### src/rtl/bcd_divider.sv
// bcd_divider: 4-digit packed-BCD dividend divided by a 1-digit BCD divisor using
// digit-serial long division by repeated subtraction, most significant digit first.
//
// state | meaning
// IDLE  | waiting for START; operands captured on acceptance
// LOAD  | partial = r*10 + digit[i], quotient digit cleared
// SUB   | subtract divisor while partial >= divisor, then store digit
// FIN   | results valid, one-cycle DONE pulse
module bcd_divider (
    input  logic        CLK,
    input  logic        RST,
    input  logic        START,
    input  logic [15:0] DIVIDEND,
    input  logic [3:0]  DIVISOR,
    output logic [15:0] QUOTIENT,
    output logic [3:0]  REMAINDER,
    output logic        BUSY,
    output logic        DONE,
    output logic        ERR
);
    typedef enum logic [1:0] {S_IDLE, S_LOAD, S_SUB, S_FIN} state_t;

    state_t      r_state;
    state_t      w_next;
    logic [15:0] r_dividend;
    logic [3:0]  r_divisor;
    logic [3:0]  r_rem;
    logic [1:0]  r_idx;
    logic [6:0]  r_partial;
    logic [3:0]  r_qd;
    logic [15:0] r_quot;
    logic [15:0] r_quotient_o;
    logic [3:0]  r_remainder_o;
    logic        r_err_o;

    logic        w_invalid;
    logic        w_sub_ge;
    logic [3:0]  w_digit;
    logic [6:0]  w_partial_ld;
    logic [15:0] w_quot_upd;
    logic        w_busy;
    logic        w_done;

    always_comb begin
        w_invalid = (DIVISOR == 4'd0) || (DIVISOR > 4'd9) ||
                    (DIVIDEND[15:12] > 4'd9) || (DIVIDEND[11:8] > 4'd9) ||
                    (DIVIDEND[7:4] > 4'd9)   || (DIVIDEND[3:0] > 4'd9);
    end

    always_comb begin
        w_digit = r_dividend[3:0];
        case (r_idx)
            2'd3:    w_digit = r_dividend[15:12];
            2'd2:    w_digit = r_dividend[11:8];
            2'd1:    w_digit = r_dividend[7:4];
            default: w_digit = r_dividend[3:0];
        endcase
    end

    // Quotient with the finished digit merged in, so the final digit can go
    // straight to the output register on the edge that enters FIN.
    always_comb begin
        w_quot_upd = r_quot;
        case (r_idx)
            2'd3:    w_quot_upd[15:12] = r_qd;
            2'd2:    w_quot_upd[11:8]  = r_qd;
            2'd1:    w_quot_upd[7:4]   = r_qd;
            default: w_quot_upd[3:0]   = r_qd;
        endcase
    end

    assign w_partial_ld = ({3'b000, r_rem} * 7'd10) + {3'b000, w_digit};
    assign w_sub_ge     = (r_partial >= {3'b000, r_divisor});

    always_ff @(posedge CLK) begin
        if (RST) r_state <= S_IDLE;
        else     r_state <= w_next;
    end

    always_comb begin
        w_next = r_state;
        case (r_state)
            S_IDLE: if (START) w_next = w_invalid ? S_FIN : S_LOAD;
            S_LOAD: w_next = S_SUB;
            S_SUB: begin
                if (!w_sub_ge) w_next = (r_idx == 2'd0) ? S_FIN : S_LOAD;
            end
            default: w_next = S_IDLE;
        endcase
    end

    always_comb begin
        w_busy = (r_state != S_IDLE);
        w_done = (r_state == S_FIN);
    end

    always_ff @(posedge CLK) begin
        if (RST) begin
            r_dividend    <= '0;
            r_divisor     <= '0;
            r_rem         <= '0;
            r_idx         <= '0;
            r_partial     <= '0;
            r_qd          <= '0;
            r_quot        <= '0;
            r_quotient_o  <= '0;
            r_remainder_o <= '0;
            r_err_o       <= 1'b0;
        end else begin
            case (r_state)
                S_IDLE: begin
                    if (START) begin
                        r_dividend <= DIVIDEND;
                        r_divisor  <= DIVISOR;
                        r_rem      <= '0;
                        r_idx      <= 2'd3;
                        r_partial  <= '0;
                        r_qd       <= '0;
                        r_quot     <= '0;
                        if (w_invalid) begin
                            r_quotient_o  <= '0;
                            r_remainder_o <= '0;
                            r_err_o       <= 1'b1;
                        end
                    end
                end
                S_LOAD: begin
                    r_partial <= w_partial_ld;
                    r_qd      <= '0;
                end
                S_SUB: begin
                    if (w_sub_ge) begin
                        r_partial <= r_partial - {3'b000, r_divisor};
                        r_qd      <= r_qd + 4'd1;
                    end else begin
                        r_quot <= w_quot_upd;
                        r_rem  <= r_partial[3:0];
                        if (r_idx == 2'd0) begin
                            r_quotient_o  <= w_quot_upd;
                            r_remainder_o <= r_partial[3:0];
                            r_err_o       <= 1'b0;
                        end else begin
                            r_idx <= r_idx - 2'd1;
                        end
                    end
                end
                default: ;
            endcase
        end
    end

    assign QUOTIENT  = r_quotient_o;
    assign REMAINDER = r_remainder_o;
    assign ERR       = r_err_o;
    assign BUSY      = w_busy;
    assign DONE      = w_done;
endmodule

### config.mk
export PLATFORM = sky130hd
export DESIGN_NAME = bcd_divider
export DESIGN_NICKNAME = d
export VERILOG_FILES = /design/src/rtl/bcd_divider.sv
export SDC_FILE = /design/constraint.sdc
export NUM_CORES = 1
export LEC_CHECK = 0
export BUFFER_PORTS_ARGS = -buffer_cell sky130_fd_sc_hd__buf_2
export CELL_PAD_IN_SITES_DETAIL_PLACEMENT = 1
export CELL_PAD_IN_SITES_GLOBAL_PLACEMENT = 2
export CORE_MARGIN = 10
export CORE_UTILIZATION = 31
export CTS_CLUSTER_SIZE = 8
export DETAILED_ROUTE_END_ITERATION = 7
export GPL_ROUTABILITY_DRIVEN = 0
export PLACE_DENSITY_LB_ADDON = 0.1
export SETUP_SLACK_MARGIN = 0.15
export SYNTH_ARGS = -nofsm -noshare
export SYNTH_HDL_FRONTEND = slang
export SYNTH_SLANG_ARGS = --single-unit
### constraint.sdc
create_clock -name CLK -period 2.4 [get_ports CLK]
set_input_delay 0.12 -clock CLK [delete_from_list [all_inputs] [get_ports CLK]]
set_output_delay 0.12 -clock CLK [all_outputs]
set_load 0.01 [all_outputs]
==> summary.txt, run 1 <==
Status
  – Status: finished clean

Critical path
  – WS Path Type: flip-flop to flip-flop
  – Crit start category: flip-flop
  – Crit-path max FO: 5
  – Setup slack, reg-to-reg: 0.03 ns
  – Endpoint type of the worst setup path: flip-flop
  – WP data required: 2.65 ns
  – CP arrival: 2.63 ns

Job
  – Max Cap Viol: 0

Clocking
  – Root buf cell: clkbuf_16
  – CTS clock-pin slew for the worst setup and hold paths: 0.06 ns
  – # clock sinks: 76
  – Hold_buf cts: 0
  – H-tree levels: 3
  – CTS tree: yes
  – Clk buf depth: 2
  – Clk_lat worst skew: 0.35 ns
  – Num CTS Buffers: 9

Power and ir drop
  – Worst VDD drop: 0.000507 V
  – Flop pwr share: 26.2%
  – Int Pwr: 3.42 mW
  – Switching pwr: 2.29 mW
  – Pleak: 1.96 nW
  – Clock power frac: 27.0%
  – Switch share: 40.1%
  – Pwr dens: 1080 mW/mm^2
  – Comb power frac: 46.8%
  – Power Total: 5.71 mW

Timing
  – Tcrit/Tclk final: 98.8%
  – RSZ-0062 raised after global routing: yes
  – Hold WS: 0.0147 ns
  – Worst slew pin tran: 0.514 ns
  – Final min period: 2.37 ns
  – Max-slew violation count: 0
  – Skew final: 0.00938 ns
  – Achievable clock frequency: 0.422 GHz
  – Final Hold Vio Count: 0
  – Slew HR: 65.8%
  – Endpoints failing setup: 0

Floorplan
  – Die outline height: 135 microns
  – Rows: 41
  – Core area: 0.0128 sq mm
  – Initial Util: 32.0%
  – Die ar.: 0.0182 sq mm
  – Chip width: 135 microns
  – # IOs: 46

Detailed routing
  – ANT nets after route: 0
  – Iter 0 DRT Violations: 263
  – Drt wl/cell: 19.0 microns
  – Pre-antenna DRT Iters: 4
  – Via count of the routed design: 3864
  – Routed WL: 14000 microns
  – # DRC: 0
  – Drt via density: 5.25

Synthesis
  – Ys Warns: 0
  – Post-Synthesis Cells: 501
  – Largest family of logic cells by synthesized area: compound AO/OA/AOI/OAI gates
  – Post-Synth Simple-Gate Area: 18.8%
  – Mapped Nets: 546
  – Yosys reg bits: 76
  – Syn avg cell area: 8.16 sq um
  – Compound-Gate Fraction of Synth Area: 23.2%
  – Mux share of post-synthesis cell area: 5.42%
  – Post-synth EDFFs: 0
  – Fraction of registers with async set/reset: 0%
  – Netlist cell types: 56
  – Adder-Cell Fraction of Synth Area: 7.29%
  – Top_reg_cell synth: dfxtp_1
  – Post-synthesis cell area: 0.00409 sq mm
  – Seq/Total Area, Yosys: 37.2%
  – Post-Synth XOR/XNOR Area: 1.29%

Cells and area
  – Leading cell type in the layout, fill and taps excluded: nand2_1
  – Share of cells above drive strength 1: 28.2%
  – Most frequent cells in the layout: nand2_1 (75), dfxtp_1 (71), a21oi_1 (65)
  – Filler instances: 1504
  – Antenna Cells: 0
  – Final core occ: 41.6%
  – Nets: 604
  – Area delta synth->final: 29.9%

Placement
  – Hpwl dp: 9290 microns
  – Buffers on Ports: 45

GRT
  – Total Routing Usage GR: 15.0%
  – Pin count of the biggest net entering global routing: 39
  – Total grt overflow: 0
  – Vias in the first global route: 3973
  – Global-route wire length before repair: 21600 microns
  – Initial antenna violation count: 0

Hold path
  – Worst hold-check path type: input port to flip-flop
==> final cells by class <==
type | instances | area, sq um | share of cell area [%]
clock buffer | 12 | 267 | 5.02
clock inverter | 4 | 70.1 | 1.32
inverter | 23 | 88.8 | 1.67
multi-input combinational | 363 | 2470 | 46.6
sequential | 76 | 1530 | 28.9
tap | 172 | 215 | 4.05
timing repair buffer | 86 | 663 | 12.5
==> power groups by stage <==
stage	Clock (mW)	Sequential (mW)	Combinational (mW)
6_report	1.54	1.50	2.67
5_1_grt	1.64	1.51	2.91
4_1_cts	1.58	1.49	2.38
3_5_place_dp	0	1.51	2.20
3_3_place_gp	0	1.51	2.17
2_1_floorplan	0	1.47	1.41
==> registers in the layout (all words and copies together) (netlist names) <==
register,count
r_dividend,16
QUOTIENT,16
r_qd,4
r_quot,16
REMAINDER,4
ERR,1
r_state,2
r_divisor,4
r_partial,7
r_rem,4
r_idx,2
==> worst max-delay path, cell delays in order (launching register included) <==
cell and delay, ns:
dfxtp_4 0.38, inv_4 0.04, ha_4 0.17, a222oi_1 0.42, mux2i_2 0.19, ha_4 0.33
nand3b_1 0.10, o21ai_2 0.16, xnor2_1 0.13, a211oi_1 0.09, o32ai_1 0.27
==> routing by layer <==
metal  vias to the layer above  track usage [%]  share of wire, %
li1                       1906                -                 -
met1                      1898             19.6                50
met2                        53             23.5                46
met3                         7             3.08               2.6
met4                         0             5.74              0.86
met5                         -                0                 0
==> cell usage after synthesis, types with 4 or more instances <==
| library cell | number | area share, % |
|---|---|---|
| or3_1 | 33 | 5.1 |
| nand3_1 | 9 | 1.1 |
| ha_1 | 19 | 5.8 |
| nor2b_1 | 4 | 0.61 |
| nand2_1 | 75 | 6.9 |
| a211oi_1 | 5 | 0.92 |
| inv_1 | 23 | 2.1 |
| clkbuf_1 | 32 | 2.9 |
| a21oi_1 | 73 | 8.9 |
| dfxtp_1 | 76 | 37 |
| nand4_1 | 9 | 1.4 |
| xor2_1 | 4 | 0.86 |
| o21ai_0 | 58 | 7.1 |
| mux2_2 | 17 | 4.7 |
| nand3b_1 | 4 | 0.73 |
==> worst paths after layout <==
| check | from | end | cells after the start |
|---|---|---|---|
| min | DIVIDEND[8] | r_dividend[8] | 3 |
| max | r_idx[0] | r_partial[6] | 10 |
| max reg2reg | r_idx[0] | r_partial[6] | 10 |
| min reg2reg | r_dividend[6] | r_dividend[6] | 2 |
==> repair_timing <==
action                                  4_1_cts  5_1_grt
buffers inserted                              5        5
gates resized for setup                      13       31
cloned                                        1        5
endpoints found under the setup margin        9       45
pin swaps                                    10       16
==> metrics by stage <==
step	worst slack [ns]	cell area, sq um	setup TNS [ns]	cells
6_report	0.0283	5310	0	736
4_1_cts	-0.0463	5030	-0.0562	726
5_1_grt	-0.175	5310	-0.645	736
3_3_place_gp	0.0923	4570	0	704
2_1_floorplan	0.148	4110	0	501
3_5_place_dp	-0.0958	4570	-0.226	704
==> cells by family (layout without fill, tap and decap cells) <==
logic type / count (synthesis) / in the layout
buf+inv: 62 / 125
fa+ha+maj: 22 / 22
compound gates: 164 / 164
simple gates: 151 / 151
flops: 76 / 76
mux: 20 / 20
xor+xnor: 6 / 6
No activity file was read; power rests on OpenSTA's default activity.
==> inputs of run 2 (changes only) <==
--- a/config.mk
+++ b/config.mk
@@ -5,13 +5,13 @@
 export SDC_FILE = /design/constraint.sdc
 export NUM_CORES = 1
 export LEC_CHECK = 0
-export BUFFER_PORTS_ARGS = -buffer_cell sky130_fd_sc_hd__buf_2
 export CELL_PAD_IN_SITES_DETAIL_PLACEMENT = 1
 export CELL_PAD_IN_SITES_GLOBAL_PLACEMENT = 2
 export CORE_MARGIN = 10
-export CORE_UTILIZATION = 31
+export CORE_UTILIZATION = 34
 export CTS_CLUSTER_SIZE = 8
 export DETAILED_ROUTE_END_ITERATION = 7
+export DONT_BUFFER_PORTS = 1
 export GPL_ROUTABILITY_DRIVEN = 0
 export PLACE_DENSITY_LB_ADDON = 0.1
 export SETUP_SLACK_MARGIN = 0.15
==> run 2 against run 1 <==
- via count increased by 1.7%
- first-iteration DRC count increased by 15%
- maximum frequency increased by 0.82%
- total power increased by 3.7%
- register-to-register slack improved by 0.02 ns
- global-route usage increased by 0.76 points
- sequential share of layout area decreased by 0.89 points
- non-clock buffer count decreased by 17
- worst hold slack improved by 0.16 ns
- count of clock-buffer cells in the layout increased by 2
- setup slack improved by 0.019 ns
- clock skew decreased by 0.0036 ns
- critical endpoint is now r_partial[4]
- largest cell class unchanged
- highest routed layer unchanged
==> summary.txt, run 2 (same netlist as run 1, synthesis figures left out) <==
Status
  – Status: finished clean

Power and ir drop
  – Flop pwr share: 25.7%
  – Worst VDD drop: 0.000417 V
  – Comb power frac: 52.5%
  – Pwr dens: 1080 mW/mm^2
  – Int Pwr: 3.45 mW
  – Switch share: 41.8%
  – Switching pwr: 2.47 mW
  – Pleak: 1.91 nW
  – Clock power frac: 21.8%

Clocking
  – Num CTS Buffers: 9
  – CTS clock-pin slew for the worst setup and hold paths: 0.06 ns
  – Clk_lat worst skew: 0.34 ns
  – Root buf cell: clkbuf_16
  – H-tree levels: 3
  – # clock sinks: 76
  – CTS tree: yes
  – Clk buf depth: 2

Detailed routing
  – # DRC: 0
  – ANT nets after route: 0
  – Routed WL: 14800 microns
  – DR WL met3: 682 microns
  – Via count of the routed design: 3930
  – Drt via density: 5.69
  – M1 WL: 7150 microns
  – Iter 0 DRT Violations: 302
  – Drt wl/cell: 21.4 microns
  – Pre-antenna DRT Iters: 5
  – DR WL met2: 6730 microns
  – Top sig layer: met4

Critical path
  – CP delay by family, top: compound AO/OA/AOI/OAI gates
  – Cell chain of the critical path: inv_4, ha_4, a222oi_1, mux2i_1, ha_1, inv_1, o21bai_1, xor2_1, a211oi_2, o41ai_2
  – Crit start category: flip-flop
  – Buffers and inverters on the worst path: 2
  – Endpoint type of the worst setup path: flip-flop
  – WP data required: 2.65 ns
  – CP arrival: 2.60 ns
  – WS Path Type: flip-flop to flip-flop
  – Slowest stage cell, crit path: dfxtp_4
  – Crit-path max FO: 5
  – Critical Path Max Stage Delay: 0.37 ns

GRT
  – Pin count of the biggest net entering global routing: 80
  – Total Routing Usage GR: 15.7%
  – Vias in the first global route: 3815
  – Initial antenna violation count: 0
  – Global-route wire length before repair: 20700 microns
  – Total grt overflow: 0

Timing
  – Skew final: 0.00576 ns
  – Slew HR: 53.5%
  – Fin worst setup slack: 0.0476 ns
  – Tcrit/Tclk final: 98.0%
  – Achievable clock frequency: 0.425 GHz
  – Final min period: 2.35 ns
  – RSZ-0062 raised after global routing: yes
  – Max-slew violation count: 0
  – Final Hold Vio Count: 0
  – Worst slew pin tran: 0.698 ns
  – Setup TNS: 0 ns
  – Endpoints failing setup: 0

Cells and area
  – Leading cell type in the layout, fill and taps excluded: nand2_1
  – Nets: 589
  – Most frequent cells in the layout: nand2_1 (73), dfxtp_1 (68), a21oi_1 (60)
  – Share of cells above drive strength 1: 26.8%
  – Antenna Cells: 0
  – Area delta synth->final: 34.4%
  – Final core occ: 47.3%

Floorplan
  – Chip width: 130 microns
  – Rows: 39
  – Initial Util: 35.2%
  – # IOs: 46
  – Die outline height: 130 microns
  – Core area: 0.0116 sq mm
  – Die ar.: 0.0168 sq mm

Job
  – Max Cap Viol: 0

Placement
  – Setup WS pre-CTS: -0.0558 ns
  – Hpwl dp: 8980 microns
  – Buffers on Ports: 0

Hold path
  – Worst hold-check path type: input port to flip-flop
## run 2: cell count changes in the layout (fill, tap and decap cells not counted), moves of 3 or more
cell,change
or3_1,-8
or3_4,+8
a21oi_2,+5
inv_1,-3
inv_2,+3
dlygate4sd3_1,+20
buf_2,-45
dfxtp_2,+3
clkbuf_1,+3
dfxtp_1,-3
a21oi_1,-5
## run 2: routing by layer
metal	GRT usage, %	vias up
li1	-	1878
met2	23.4	75
met3	3.38	17
met4	8.13	0
met5	0	-
met1	20.9	1960
## run 2: through the flow
| stage | total power [mW] | hold WS [ns] | instance area, sq um | cells |
|---|---|---|---|---|
| finish | 5.92 | 0.172 | 5490 | 691 |
| global route | 6.26 | 0.192 | 5490 | 691 |
| CTS | 5.07 | 0.170 | 4870 | 666 |
| detailed placement | 3.58 | 0.200 | 4270 | 626 |
| global placement | 3.56 | 0.198 | 4270 | 626 |
| floorplan | 2.88 | 0.256 | 4110 | 501 |
## run 2: power groups by stage
stage | sequential [mW] | clock [mW] | combinational, mW
after global routing | 1.53 | 1.39 | 3.34
after floorplan | 1.47 | 0 | 1.41
after CTS | 1.51 | 1.33 | 2.23
after global placement | 1.51 | 0 | 2.05
after detailed placement | 1.52 | 0 | 2.07
final | 1.52 | 1.29 | 3.11
## run 2: path summary, 6_finish.rpt
| check | from | endpoint | slack (ns) | cells past startpoint |
|---|---|---|---|---|
| worst max register to register | r_idx[0] | r_partial[4] | 0.05 | 10 |
| worst max-delay path | r_idx[0] | r_partial[4] | 0.05 | 10 |
| worst min-delay path | RST | r_quot[1] | 0.17 | 2 |
| worst min register to register | r_divisor[3] | r_divisor[3] | 0.46 | 2 |
## run 2: layout make-up
class | count | area, sq um
fill | 1347 | 6120
clock buffer | 14 | 264
clock inverter | 1 | 7.51
timing repair buffer | 69 | 772
tap | 143 | 179
inverter | 23 | 88.8
sequential | 76 | 1540
multi-input combinational | 365 | 2640
## run 2: what timing repair did
action	in CTS	in global routing
endpoints found under the setup margin	6	45
gates cloned	0	8
hold endpoints to repair	76	0
resized for setup	18	68
hold buffers	21	0
pin swaps	14	72
setup buffers	4	17
==> inputs of run 3 (changes only) <==
--- a/config.mk
+++ b/config.mk
@@ -8,11 +8,12 @@
 export CELL_PAD_IN_SITES_DETAIL_PLACEMENT = 1
 export CELL_PAD_IN_SITES_GLOBAL_PLACEMENT = 2
 export CORE_MARGIN = 10
-export CORE_UTILIZATION = 34
+export CORE_UTILIZATION = 38
 export CTS_CLUSTER_SIZE = 8
 export DETAILED_ROUTE_END_ITERATION = 7
 export DONT_BUFFER_PORTS = 1
 export GPL_ROUTABILITY_DRIVEN = 0
+export GPL_TIMING_DRIVEN = 0
 export PLACE_DENSITY_LB_ADDON = 0.1
 export SETUP_SLACK_MARGIN = 0.15
 export SYNTH_ARGS = -nofsm -noshare
==> constraint.sdc (replaced) <==
create_clock -name CLK -period 2.6 [get_ports CLK]
set_input_delay 0.13 -clock CLK [delete_from_list [all_inputs] [get_ports CLK]]
set_output_delay 0.13 -clock CLK [all_outputs]
set_load 0.01 [all_outputs]
==> run 3 against run 2 <==
- the flow now finishes with violations (setup timing)
- sequential cell count stayed put
- combinational power is 23% lower
- via count is 0.59% lower
- largest power group unchanged
- utilization hardly changed
- register-to-register slack worse by 0.23 ns
- die area is 8.9% lower
- critical path depth is 3 higher
- wire length is 2.2% lower
- design area is 10% lower
- global-route usage is 3.6 points higher
- setup slack worse by 0.23 ns
==> summary.txt, run 3 (same netlist as run 1, synthesis figures left out) <==
Status
  – Status: complete, but fails checks
  – Failing checks: setup timing

Critical path
  – Setup slack, reg-to-reg: -0.18 ns
  – WP data required: 2.87 ns
  – Endpoint type of the worst setup path: flip-flop
  – Critical Path Max Stage Delay: 0.44 ns
  – CP delay by family, top: compound AO/OA/AOI/OAI gates
  – RR Endpoint: r_partial[4]
  – Cell chain of the critical path: inv_4, ha_4, buf_8, a222oi_1, mux2i_1, ha_1, buf_6, buf_6, inv_2, o21bai_1, xor2_1, a211oi_2, o41ai_2
  – Buffers and inverters on the worst path: 5
  – Most used cell, CP: buf_6
  – Slowest stage cell, crit path: a222oi_1
  – Crit-path max FO: 5
  – Crit start category: flip-flop
  – CP arrival: 3.05 ns
  – FF-to-FF path depth: 13
  – WS Path Type: flip-flop to flip-flop
  – R2r startpoint: r_idx[0]

Floorplan
  – Chip width: 124 microns
  – # IOs: 46
  – Die outline height: 124 microns
  – Rows: 37
  – Core area: 0.0104 sq mm
  – Die ar.: 0.0153 sq mm
  – Initial Util: 39.2%

Detailed routing
  – ANT nets after route: 0
  – # DRC: 0
  – Drt via density: 5.71
  – Pre-antenna DRT Iters: 5
  – Iter 0 DRT Violations: 193
  – Routed WL: 14400 microns
  – Via count of the routed design: 3907
  – Drt wl/cell: 21.1 microns

Power and ir drop
  – Pleak: 1.70 nW
  – Pwr dens: 933 mW/mm^2
  – Power Total: 4.60 mW
  – Worst VDD drop: 0.000457 V

Job
  – Max Cap Viol: 0

Cells and area
  – Most frequent cells in the layout: nand2_1 (75), dfxtp_1 (73), a21oi_1 (72)
  – Area delta synth->final: 20.6%
  – Nets: 590
  – Antenna Cells: 0
  – Area of the multi-input gates: 0.00242 sq mm
  – Share of cells above drive strength 1: 16.4%
  – Leading cell type in the layout, fill and taps excluded: nand2_1
  – Reg area: 0.00153 sq mm
  – Final core occ: 47.3%
  – Filler instances: 1256

Timing
  – Final Hold Vio Count: 0
  – Max-slew violation count: 0
  – Skew final: 0.00792 ns
  – Achievable clock frequency: 0.359 GHz
  – Fin worst setup slack: -0.183 ns
  – Endpoints failing setup: 3
  – Worst slew pin tran: 0.673 ns
  – Slew HR: 55.1%
  – Final min period: 2.78 ns
  – RSZ-0062 raised after global routing: yes
  – Hold WS: 0.249 ns
  – Tcrit/Tclk final: 107%

Placement
  – Buffers on Ports: 0
  – Hpwl dp: 10100 microns
  – Setup WS pre-CTS: -0.534 ns

Clocking
  – CTS clock-pin slew for the worst setup and hold paths: 0.08 ns
  – Root buf cell: clkbuf_8
  – # clock sinks: 76
  – Clk buf depth: 2
  – Clk_lat worst skew: 0.36 ns
  – Num CTS Buffers: 9
  – CTS tree: yes
  – H-tree levels: 3

GRT
  – Initial antenna violation count: 0
  – Vias in the first global route: 3963
  – Global-route wire length before repair: 22700 microns
  – Total grt overflow: 0
  – Total Routing Usage GR: 19.4%
  – Pin count of the biggest net entering global routing: 12

Hold path
  – Worst hold endpoint: r_quot[9]
  – Min-Delay Path Depth: 3
  – Worst Hold Launch: START
  – Worst hold-check path type: input port to flip-flop
-- run 3: tightest hold or removal path: cells and delay by family --
family	cells	cell delay [ns]
AO/OA/AOI/OAI	1	0.05
AND/OR/NAND/NOR	2	0.39
-- run 3: area by class of cell --
type	count	share of cell area (%)
Multi-Input combinational cell	363	49.2
Timing Repair Buffer	33	6.20
Inverter	23	1.80
Clock buffer	12	2.95
Sequential cell	76	31.1
Clock inverter	2	0.254
Tap cell	136	3.45
Buffer	39	5.08
-- run 3: how the worst max path moves through the flow --
stage                   from      endpoint  slack (ns)  cells past startpoint
floorplan           r_idx[0]  r_partial[6]        0.17                     12
finish              r_idx[0]  r_partial[4]       -0.18                     13
global placement    r_idx[0]  r_partial[5]       -0.45                     12
detailed placement  r_idx[0]  r_partial[5]       -0.53                     13
CTS                 r_idx[0]  r_partial[4]       -0.17                     12
global route        r_idx[0]  r_partial[4]       -0.34                     13
-- run 3: metrics by stage --
| stage | area (sq um) | std cells | TNS [ns] |
|---|---|---|---|
| 2_1_floorplan | 4090 | 501 | 0 |
| 3_3_place_gp | 4260 | 637 | -1.75 |
| 3_5_place_dp | 4260 | 637 | -2.21 |
| 4_1_cts | 4820 | 680 | -0.264 |
| 5_1_grt | 4930 | 684 | -1.02 |
| 6_report | 4930 | 684 | -0.373 |
-- run 3: metal layers --
layer / part of all wire (%) / track usage [%] / vias up
met5: 0 / 0 / -
met4: 2.0 / 6.84 / 0
met1: 45 / 25.8 / 1954
li1: - / - / 1860
met3: 4.7 / 3.35 / 21
met2: 48 / 30.9 / 72
-- run 3: timing repair --
action / 4_1_cts / 5_1_grt
hold endpoints to repair: 20 / 0
gates resized for setup: 42 / 22
setup endpoints to repair: 38 / 46
buffers inserted: 9 / 4
hold buffers: 20 / 0
pin swaps: 14 / 15
-- run 3: power by group --
| part | internal (mW) | switching [mW] |
|---|---|---|
| Combinational | 0.835 | 1.56 |
| Clock | 0.362 | 0.450 |
| Sequential | 1.28 | 0.107 |
| Total | 2.48 | 2.12 |
